[src/rtl/counter_bus_arbiter_pkg.sv]
// Shared definitions for the counter peripheral bus arbiter: default bus
// widths, counter register map and the sequencer state encoding.
package counter_bus_arbiter_pkg;

    localparam int DEF_ADDR_W = 4;
    localparam int DEF_DATA_W = 16;

    localparam logic [DEF_ADDR_W-1:0] REG_TCCR  = 4'd1;
    localparam logic [DEF_ADDR_W-1:0] REG_TCNT  = 4'd2;
    localparam logic [DEF_ADDR_W-1:0] REG_OCR   = 4'd3;
    localparam logic [DEF_ADDR_W-1:0] REG_ICR   = 4'd4;
    localparam logic [DEF_ADDR_W-1:0] REG_TIMSK = 4'd5;
    localparam logic [DEF_ADDR_W-1:0] REG_TCCR2 = 4'd6;

    typedef enum logic [1:0] {
        ST_IDLE    = 2'd0,
        ST_ACCESS  = 2'd1,
        ST_DONE    = 2'd2,
        ST_RECOVER = 2'd3
    } arb_state_e;

endpackage

[src/rtl/counter_bus_arbiter_if.sv]
// Slave-side register bus of the counter peripheral. The arbiter drives the
// command half through the master modport; the register block answers with
// read data and a registered ack through the slave modport.
interface counter_bus_arbiter_if
    import counter_bus_arbiter_pkg::*;
#(
    parameter int ADDR_W = DEF_ADDR_W,
    parameter int DATA_W = DEF_DATA_W
);
    logic              o_bus_select;
    logic              o_bus_wr;
    logic [ADDR_W-1:0] o_reg_addr;
    logic [DATA_W-1:0] o_bus_data;
    logic [DATA_W-1:0] i_bus_data;
    logic              i_bus_ack;

    modport master (
        output o_bus_select, o_bus_wr, o_reg_addr, o_bus_data,
        input  i_bus_data, i_bus_ack
    );

    modport slave (
        input  o_bus_select, o_bus_wr, o_reg_addr, o_bus_data,
        output i_bus_data, i_bus_ack
    );
endinterface

[src/rtl/counter_bus_arbiter_rr_arbiter.sv]
// Combinational round-robin picker. Searches upward from ptr+1 with wrap and
// grants the first requester found; the grant is one-hot, or zero when idle.
module rr_arbiter #(
    parameter int NREQ  = 2,
    parameter int PTR_W = 1
) (
    input  logic [NREQ-1:0]  req,
    input  logic [PTR_W-1:0] ptr,
    output logic [NREQ-1:0]  gnt
);

    // Walk the requesters in priority order starting just after the last owner.
    always_comb begin
        logic             found;
        logic [PTR_W-1:0] cand;
        gnt   = '0;
        found = 1'b0;
        cand  = '0;
        for (int i = 1; i <= NREQ; i++) begin
            cand = PTR_W'((int'(ptr) + i) % NREQ);
            if (!found && req[cand]) begin
                gnt[cand] = 1'b1;
                found     = 1'b1;
            end
        end
    end

endmodule

[src/rtl/counter_bus_arbiter.sv]
// Round-robin arbiter and sequencer sharing the counter register bus between
// NREQ requesters. One transaction at a time: select is held until ack, read
// data is returned with a one-cycle done pulse, then the bus must see ack low
// before the next select.
// Optional feature: define ARB_TIMEOUT_EN to abort an ACCESS after TMO_CYC
// cycles without ack (o_err=1, o_rdata=0); otherwise ACCESS waits forever.
module counter_bus_arbiter
    import counter_bus_arbiter_pkg::*;
#(
    parameter int NREQ    = 2,
    parameter int ADDR_W  = DEF_ADDR_W,
    parameter int DATA_W  = DEF_DATA_W,
    parameter int TMO_CYC = 255
) (
    input  logic                     i_sysclk,
    input  logic                     i_sysrst_n,
    input  logic [NREQ-1:0]          i_req,
    input  logic [NREQ-1:0]          i_wr,
    input  logic [NREQ*ADDR_W-1:0]   i_addr,
    input  logic [NREQ*DATA_W-1:0]   i_wdata,
    output logic [NREQ-1:0]          o_gnt,
    output logic [NREQ-1:0]          o_done,
    output logic [DATA_W-1:0]        o_rdata,
    output logic                     o_err,
    counter_bus_arbiter_if.master    bus
);

    localparam int PTR_W = $clog2(NREQ);

    arb_state_e       state_q, state_d;
    logic [PTR_W-1:0] rr_ptr_q;
    logic [PTR_W-1:0] owner_q;
    logic [NREQ-1:0]  pick_gnt;
    logic [PTR_W-1:0] pick_idx;
    logic             launch;
    logic             finish;
    logic             timed_out;

    rr_arbiter #(
        .NREQ  (NREQ),
        .PTR_W (PTR_W)
    ) u_picker (
        .req (i_req),
        .ptr (rr_ptr_q),
        .gnt (pick_gnt)
    );

    // Turn the one-hot pick into an index for selecting the winner's command.
    always_comb begin
        pick_idx = '0;
        for (int i = 0; i < NREQ; i++) begin
            if (pick_gnt[i]) pick_idx = PTR_W'(i);
        end
    end

`ifdef ARB_TIMEOUT_EN
    localparam int TMO_W = $clog2(TMO_CYC + 1);
    logic [TMO_W-1:0] tmo_cnt_q;

    // Age of the current ACCESS; restarts whenever a new transaction launches.
    always_ff @(posedge i_sysclk or negedge i_sysrst_n) begin
        if (!i_sysrst_n)                tmo_cnt_q <= '0;
        else if (launch)                tmo_cnt_q <= '0;
        else if (state_q == ST_ACCESS)  tmo_cnt_q <= tmo_cnt_q + 1'b1;
    end
`endif

    // Next-state logic; RECOVER with ack already low arbitrates directly so a
    // waiting requester is not delayed by an extra IDLE cycle.
    always_comb begin
        state_d   = state_q;
        launch    = 1'b0;
        finish    = 1'b0;
        timed_out = 1'b0;
        case (state_q)
            ST_IDLE: begin
                if (|i_req) begin
                    launch  = 1'b1;
                    state_d = ST_ACCESS;
                end
            end
            ST_ACCESS: begin
                if (bus.i_bus_ack) begin
                    finish  = 1'b1;
                    state_d = ST_DONE;
                end
`ifdef ARB_TIMEOUT_EN
                else if (tmo_cnt_q == TMO_W'(TMO_CYC - 1)) begin
                    finish    = 1'b1;
                    timed_out = 1'b1;
                    state_d   = ST_DONE;
                end
`endif
            end
            ST_DONE: begin
                state_d = ST_RECOVER;
            end
            ST_RECOVER: begin
                if (!bus.i_bus_ack) begin
                    if (|i_req) begin
                        launch  = 1'b1;
                        state_d = ST_ACCESS;
                    end else begin
                        state_d = ST_IDLE;
                    end
                end
            end
            default: state_d = ST_IDLE;
        endcase
    end

    // State register.
    always_ff @(posedge i_sysclk or negedge i_sysrst_n) begin
        if (!i_sysrst_n) state_q <= ST_IDLE;
        else             state_q <= state_d;
    end

    // Bus command latch, grant/done outputs, read data capture and rr pointer.
    always_ff @(posedge i_sysclk or negedge i_sysrst_n) begin
        if (!i_sysrst_n) begin
            o_gnt            <= '0;
            o_done           <= '0;
            o_rdata          <= '0;
            rr_ptr_q         <= PTR_W'(NREQ - 1);
            owner_q          <= '0;
            bus.o_bus_select <= 1'b0;
            bus.o_bus_wr     <= 1'b0;
            bus.o_reg_addr   <= '0;
            bus.o_bus_data   <= '0;
        end else begin
            if (state_q == ST_DONE) o_done <= '0;
            if (launch) begin
                o_gnt            <= pick_gnt;
                owner_q          <= pick_idx;
                bus.o_bus_select <= 1'b1;
                bus.o_bus_wr     <= i_wr[pick_idx];
                bus.o_reg_addr   <= i_addr[pick_idx*ADDR_W +: ADDR_W];
                bus.o_bus_data   <= i_wdata[pick_idx*DATA_W +: DATA_W];
            end
            if (finish) begin
                bus.o_bus_select <= 1'b0;
                o_gnt            <= '0;
                o_done           <= o_gnt;
                rr_ptr_q         <= owner_q;
                if (timed_out)         o_rdata <= '0;
                else if (!bus.o_bus_wr) o_rdata <= bus.i_bus_data;
            end
        end
    end

`ifdef ARB_TIMEOUT_EN
    // Error flag accompanies the done pulse of a timed-out transaction only.
    always_ff @(posedge i_sysclk or negedge i_sysrst_n) begin
        if (!i_sysrst_n)             o_err <= 1'b0;
        else if (finish)             o_err <= timed_out;
        else if (state_q == ST_DONE) o_err <= 1'b0;
    end
`else
    assign o_err = 1'b0;
`endif

endmodule

[src/flat_wrapper.sv]
// flat-port wrapper written by rule: the top's interface ports become plain ports
module counter_bus_arbiter_flat import counter_bus_arbiter_pkg::*;
#(
    parameter int NREQ    = 2,
    parameter int ADDR_W  = DEF_ADDR_W,
    parameter int DATA_W  = DEF_DATA_W,
    parameter int TMO_CYC = 255
)
  (i_sysclk, i_sysrst_n, i_req, i_wr, i_addr, i_wdata, o_gnt, o_done, o_rdata, o_err, bus_o_bus_select, bus_o_bus_wr, bus_o_reg_addr, bus_o_bus_data, bus_i_bus_data, bus_i_bus_ack);
  counter_bus_arbiter_if #(.ADDR_W(ADDR_W), .DATA_W(DATA_W)) bus_i ();
  input  logic i_sysclk;
  input  logic i_sysrst_n;
  input  logic [NREQ-1:0] i_req;
  input  logic [NREQ-1:0] i_wr;
  input  logic [NREQ*ADDR_W-1:0] i_addr;
  input  logic [NREQ*DATA_W-1:0] i_wdata;
  output logic [NREQ-1:0] o_gnt;
  output logic [NREQ-1:0] o_done;
  output logic [DATA_W-1:0] o_rdata;
  output logic o_err;
  output wire logic [$bits(bus_i.o_bus_select)-1:0] bus_o_bus_select;
  output wire logic [$bits(bus_i.o_bus_wr)-1:0] bus_o_bus_wr;
  output wire logic [$bits(bus_i.o_reg_addr)-1:0] bus_o_reg_addr;
  output wire logic [$bits(bus_i.o_bus_data)-1:0] bus_o_bus_data;
  input wire logic [$bits(bus_i.i_bus_data)-1:0] bus_i_bus_data;
  input wire logic [$bits(bus_i.i_bus_ack)-1:0] bus_i_bus_ack;
  assign bus_o_bus_select = bus_i.o_bus_select;
  assign bus_o_bus_wr = bus_i.o_bus_wr;
  assign bus_o_reg_addr = bus_i.o_reg_addr;
  assign bus_o_bus_data = bus_i.o_bus_data;
  assign bus_i.i_bus_data = bus_i_bus_data;
  assign bus_i.i_bus_ack = bus_i_bus_ack;
  counter_bus_arbiter #(.NREQ(NREQ), .ADDR_W(ADDR_W), .DATA_W(DATA_W), .TMO_CYC(TMO_CYC)) u_core (.i_sysclk(i_sysclk), .i_sysrst_n(i_sysrst_n), .i_req(i_req), .i_wr(i_wr), .i_addr(i_addr), .i_wdata(i_wdata), .o_gnt(o_gnt), .o_done(o_done), .o_rdata(o_rdata), .o_err(o_err), .bus(bus_i));
endmodule
[config.mk]
export PLATFORM = sky130hd
export DESIGN_NAME = counter_bus_arbiter_flat
export DESIGN_NICKNAME = d
export VERILOG_FILES = /design/src/rtl/counter_bus_arbiter_pkg.sv /design/src/rtl/counter_bus_arbiter_if.sv /design/src/rtl/counter_bus_arbiter_rr_arbiter.sv /design/src/rtl/counter_bus_arbiter.sv /design/src/flat_wrapper.sv
export SDC_FILE = /design/constraint.sdc
export NUM_CORES = 1
export LEC_CHECK = 0
export BUFFER_PORTS_ARGS = -buffer_cell sky130_fd_sc_hd__clkbuf_2
export CORE_MARGIN = 1.5
export CORE_UTILIZATION = 45
export DETAILED_ROUTE_END_ITERATION = 10
export GPL_TIMING_DRIVEN = 0
export PLACE_DENSITY = 0.82
export SETUP_SLACK_MARGIN = 0.4
export SYNTH_ARGS = -nofsm -noshare
export SYNTH_HDL_FRONTEND = slang
export SYNTH_SLANG_ARGS = --single-unit
[constraint.sdc]
create_clock -name i_sysclk -period 2.1 [get_ports i_sysclk]
set_clock_uncertainty 0.15 [all_clocks]
set_input_delay 0.21 -clock i_sysclk [delete_from_list [all_inputs] [get_ports i_sysclk]]
set_output_delay 0.21 -clock i_sysclk [all_outputs]
set_load 0.05 [all_outputs]
==> metrics, run 1 <==
R2R cell count=7; via count=1,874; worst slew pin tran=1120 ps; initial antenna violation count=0; fin crit share=between 80% and 90%; FF-to-FF Start=u_core.state_q[0]; CP Capture Type=register; unrepaired setup endpoints after global routing=yes; most area-consuming cells after synthesis=dfrtp_1, mux2i_1, mux2_4; Clk network pwr share=between 8 and 9%; Synth top area share=53.3%; Seq pwr share=27.4%; Num Clock Sinks=46; dominant cell type by area after synthesis=dfrtp_1; fin. max-slew vios=0; # fillers=302; CTS tree=built; Final ANT Viol Nets=0; Die W=71.6 microns; cell count after synthesis=171; detailed router's first-iteration violation count=127; max cap viols=0; Design Power=6050 uW; Antenna Cells=0; ys async rst share=100%; first-pass GRT wire length=8810 microns; worst r2r dst=u_core.bus.o_bus_data[15]; Max Fanout on Critical Path=7; total global-route track usage=22.1%; Sw Share=approximately 51%; # rows=24; DR pass1 iterations=7; most common cell after layout, fill and taps aside=clkbuf_2; average via count per standard cell=5.18; I/O pin count=106; I/O Buffers=104; Place WS=191 ps; Worst Hold Slack=-28.1 ps; Synth Cell Area=around 0.0021 sq mm; core area=0.00444 sq mm; flops & latches, synth=46; Synth cell types=30; power per cell area=1840 mW/mm^2; Worst-path clk slew=90 ps; CP Launch Type=register; mux contribution to synthesized area=20.8%; clk buf depth=2; Setup TNS=0 ps; Post-synth EDFFs=0; Final Hold Fails=45; Layout Nets=377; die area=0.00512 sq mm; H-tree levels=2; slew margin rel.=25.6%; register area share after synthesis=54.5%; Net Switching=a little over 3000 uW; CP arrival=1900 ps; Starting Density=between 40 and 50%; Simple-Gate Fraction of Synth Area=8.05%; total grt overflow=0; final setup vio count=0; Area Growth Syn to Fin=55.2%; combinational share of power=between 60% and 70%; Synth Area in Compound Gates=9.76%; Synth Flop Type=dfrtp_1; Skew-Pair Late Insertion Delay=280 ps; critical path class=register to register; worst endpoint required time=approximately 2200 ps; largest net degree at the start of global routing=47; clock tree root buffer cell=clkbuf_8; Post-Syn Nets=239; min Tclk post-route=1850 ps; GP Congestion=0.787; Leakage=0.00172 uW; fmax=roughly 540 MHz; worst vdd ir=roughly 0.00080 V; syn avg cell area=12.4 sq um; failing checks=DRC, hold timing; CTS Buf Count=5; PnR worst setup slack=253 ps; Adder-Cell Fraction of Synth Area=2.96%; HP Class=input pin to async pin; Int Pwr=approximately 3000 uW; status=finished, violations left; most frequent cells in the layout=clkbuf_2, dfrtp_1, mux2i_1; DP HPWL=about 3500 microns; r2r setup slk=250 ps; routed len/inst=16.5 microns; Post-route DRC=14; Ys Warns=0; vias in the first global route=~1,900; DRT Wirelength=between 5000 and 6000 microns; Die Y=between 70 and 80 microns; largest family of logic cells by synthesized area=multiplexers; Post-Synth XOR/XNOR Area=0%; layout cell share with drive strength beyond 1=62.9%
## final cells by class
class                      instances  area (sq um)  area share, %
clock buffer                       5          68.8           2.10
multi-input combinational        113          1010           30.8
timing repair buffer             131           841           25.6
sequential                        46          1150           35.2
clock inverter                     3          21.3          0.648
tap                               52          65.1           1.98
buffer                             9           109           3.32
inverter                           3          11.3          0.343
## metrics by stage
step / instance area, sq um / hold WS [ps] / utilization [%] / cells
after CTS: 3040 / 2.74 / 68.3 / 355
after global placement: 2720 / 295 / 61.1 / 327
after detailed placement: 2720 / 294 / 61.1 / 327
after global routing: 3280 / -1.39 / 73.8 / 362
final: 3280 / -28.1 / 73.8 / 362
after floorplan: 2130 / -236 / - / 171
## how the worst max path moves through the flow
| stage | cells past startpoint | end | from | slack (ps) |
|---|---|---|---|---|
| 6_report | 7 | u_core.bus.o_bus_data[15] | u_core.state_q[0] | 250 |
| 5_1_grt | 7 | u_core.bus.o_bus_data[15] | u_core.state_q[0] | 160 |
| 4_1_cts | 7 | u_core.o_rdata[12] | u_core.state_q[1] | 300 |
| 3_3_place_gp | 5 | u_core.bus.o_bus_data[2] | u_core.state_q[0] | 230 |
| 3_5_place_dp | 6 | u_core.bus.o_bus_data[10] | u_core.state_q[0] | 190 |
| 2_1_floorplan | 7 | u_core.o_rdata[10] | u_core.state_q[1] | 360 |
## cell families after synthesis
logic type                 Yosys count
other                                1
AOI/OAI and AO/OA                   32
adders and majority gates            5
muxes                               38
DFF                                 46
and+or+nand+nor                     37
buffers and inverters               12
## cells in the mapped netlist (2+ instances only)
cell and count:
and2b_2 2, nand3_1 2, o31ai_1 2, o21a_1 2, mux2_4 10, buf_2 5, ha_1 5, inv_1 3
dfrtp_1 45, nand3b_1 3, nand2_1 25, nor2_1 2, mux2_2 7, mux2i_1 21, o21ai_0 22
## flip-flops by register name, summed over array words and instances (netlist names), 2 cells and up
name	cells
u_core.o_done	2
u_core.bus.o_reg_addr	4
u_core.state_q	2
u_core.bus.o_bus_data	16
u_core.o_gnt	2
u_core.o_rdata	16
## power by group through the flow
stage	registers, uW	logic [uW]	clock network (uW)
CTS	1580	3310	538
floorplan	2940	970	0
global placement	1570	2990	0
global route	1700	4070	591
detailed placement	1600	3030	0
finish	1660	3860	536
## layer usage
metal / share of wire (%) / track usage [%]
met4: 1.3 / 5.03
met3: 6.2 / 6.05
met1: 39 / 27.2
met5: 0 / 0
met2: 53 / 39.1
## worst max-delay path: stages, from the launching register on
cell and delay [ps]:
dfrtp_2 480, ha_4 190, and2b_2 210, o221ai_4 240, buf_12 190, clkbuf_16 140
nand2_1 60, o21ai_1 100
## what timing repair did
item,in CTS,in global routing
gates cloned,2,3
endpoints found under the setup margin,35,42
endpoints found under the hold margin,11,1
hold buffers,11,1
setup buffers,7,3
pin swaps,2,14
resized for setup,16,59
Note: power is estimated with default switching activity, not from simulation.
==> inputs of run 2 (changes only) <==
--- a/config.mk
+++ b/config.mk
@@ -8,6 +8,7 @@
 export BUFFER_PORTS_ARGS = -buffer_cell sky130_fd_sc_hd__clkbuf_2
 export CORE_MARGIN = 1.5
 export CORE_UTILIZATION = 45
+export CTS_BUF_LIST = sky130_fd_sc_hd__clkbuf_16
 export DETAILED_ROUTE_END_ITERATION = 10
 export GPL_TIMING_DRIVEN = 0
 export PLACE_DENSITY = 0.82
==> run 2 against run 1 <==
  * The flow still finishes with violations (DRC, hold timing)
  * Largest cell class unchanged
  * Sequential share of layout area up 1.5 points
  * Total power decreased by 1.5%
  * Wire length is 14% lower
  * Register-to-register slack gained 50 ps
  * Worst hold slack improved by 11 ps
  * Combinational power decreased by 6.7%
  * Clock power grew 41%
  * Setup slack gained 52 ps
  * Count of clock-buffer cells in the layout stayed put
  * Global-route usage is 1.4 points lower
==> metrics, run 2 (synthesis results as in run 1) <==
vias in the first global route=1,746 (-6.7%); CP peak stage delay=420 ps (-60 ps); Antenna Cells=0 (unchanged); initial antenna violation count=0 (unchanged); CP arrival=1870 ps (-30 ps); FF-to-FF Start=u_core.state_q[1]; H-tree levels=2 (unchanged); Die W=71.6 microns (unchanged); most frequent cells in the layout=clkbuf_2, dfrtp_1, nand2_1; DP HPWL=3500 microns (unchanged); Final ANT Viol Nets=0 (unchanged); crit-path cells=buf_6 > ha_4 > and2b_2 > buf_4 > o221a_4 > nand3b_1 > o211a_1; detailed router's first-iteration violation count=96 (-24%); min Tclk post-route=1800 ps (-52.3 ps); Skew-Pair Late Insertion Delay=280 ps (about the same); Leakage=0.00168 uW (-2.4%); CP Launch Type=register; Regs by FF count=u_core.bus.o_bus_data (16), u_core.o_rdata (16), u_core.bus.o_reg_addr (4); worst r2r dst=u_core.o_gnt[1]; power per cell area=1900 mW/mm^2 (+2.8%); r2r setup slk=300 ps (+50 ps); CP Capture Type=register; first-pass GRT wire length=8240 microns (-6.5%); worst vdd ir=0.000829 V (+3.1%); CTS tree=built; Finished Cell Area=0.00314 sq mm (-4.2%); Setup TNS=0 ps (unchanged); CTS Buf Count=5 (unchanged); critical path class=register to register; Die Y=71.6 microns (unchanged); max cap viols=0 (unchanged); final setup vio count=0 (unchanged); # fillers=328 (+8.6%); core area=0.00444 sq mm (unchanged); GP Congestion=0.787 (unchanged); status=finished, violations left; most common cell after layout, fill and taps aside=clkbuf_2; die area=0.00512 sq mm (unchanged); fin crit share=85.5% (-2.5 points); CP bufs+invs=2 (unchanged); # rows=24 (unchanged); layout cell share with drive strength beyond 1=56.7% (-6.2 points); I/O pin count=106 (unchanged); total grt overflow=0 (unchanged); I/O Buffers=104 (unchanged); clock tree root buffer cell=clkbuf_16; slew margin rel.=25.7% (+0.071 points); routed len/inst=14.6 microns (-11%); failing checks=DRC, hold timing; R2R cell count=7 (unchanged); fmax=557 MHz (+2.9%); placed cell area=0.00272 sq mm (unchanged); Layout Nets=365 (-3.2%); Area Growth Syn to Fin=48.6%; Worst-path clk slew=60 ps (-30 ps); HP Class=input pin to async pin; Worst Hold Slack=-17.1 ps (+11.0 ps); largest net degree at the start of global routing=47 (unchanged); Crit path max-delay family=flip-flops; Post-route DRC=14 (unchanged); DRT Wirelength=5120 microns (-14%); slowest CP cell=dfrtp_1; DR pass1 iterations=7 (unchanged); Starting Density=47.6% (unchanged); Num Clock Sinks=46 (unchanged); clk buf depth=2 (unchanged); unrepaired setup endpoints after global routing=yes; total global-route track usage=20.7% (-1.4 points); average via count per standard cell=4.95 (-4.5%); worst endpoint required time=2170 ps (about the same); fin. max-slew vios=0 (unchanged); via count=1,731 (-7.6%); Final Hold Fails=12 (-73%); Max Fanout on Critical Path=4 (-3); worst slew pin tran=1110 ps (-1.07 ps)
-- run 2: cell count changes in the layout (fill, tap and decap cells not counted), sizes merged --
cell and delta:
dlygate4sd3 -12
-- run 2: area by class of cell --
class	count	area [sq um]	share of cell area [%]
Clock buffer	5	125	3.98
Multi-Input combinational cell	113	956	30.4
Inverter	3	13.8	0.438
Clock inverter	3	21.3	0.677
Tap cell	52	65.1	2.07
Sequential cell	46	1150	36.7
Timing Repair Buffer	119	701	22.3
Buffer	9	108	3.42
-- run 2: worst reg2reg max path: cells and delay by family (launching register included) --
family / cells / cell delay [ps]
DFF: 1 / 420
AOI/OAI and AO/OA: 2 / 400
and+or+nand+nor: 2 / 340
buffers and inverters: 2 / 280
adders and majority gates: 1 / 150
-- run 2: what timing repair did --
| action | 4_1_cts | 5_1_grt |
|---|---|---|
| hold buffers | 0 | 0 |
| setup endpoints to repair | 35 | 41 |
| cloned | 2 | 1 |
| pin swaps | 4 | 4 |
| setup buffers | 11 | 1 |
| resized for setup | 27 | 16 |
-- run 2: power by group --
part	internal, uW	total [uW]	switching [uW]
sequential	1340	1600	267
clock	440	756	316
combinational	1300	3600	2310
-- run 2: per-stage QoR --
stage	cells	worst slack (ps)	power, uW	utilization (%)
after floorplan	171	355	3910	-
after global placement	327	232	4560	61.1
after detailed placement	327	191	4640	61.1
after CTS	348	319	5790	68.9
after global routing	350	243	6290	70.7
final	350	305	5960	70.7
-- run 2: layer usage --
| metal | up-vias | part of all wire (%) | GRT usage [%] |
|---|---|---|---|
| met5 | - | 0 | 0 |
| met4 | 0 | 1.0 | 5.66 |
| met3 | 4 | 7.8 | 5.06 |
| met2 | 75 | 50 | 36.3 |
| met1 | 805 | 41 | 25.6 |
| li1 | 847 | - | - |
-- run 2: worst max path at each step --
stage	start	endpoint	cells past startpoint
floorplan	u_core.state_q[1]	u_core.o_rdata[10]	7
global placement	u_core.state_q[0]	u_core.bus.o_bus_data[2]	5
detailed placement	u_core.state_q[0]	u_core.bus.o_bus_data[10]	6
CTS	u_core.state_q[1]	u_core.o_rdata[12]	7
global route	u_core.state_q[1]	u_core.o_gnt[1]	7
finish	u_core.state_q[1]	u_core.o_gnt[1]	7
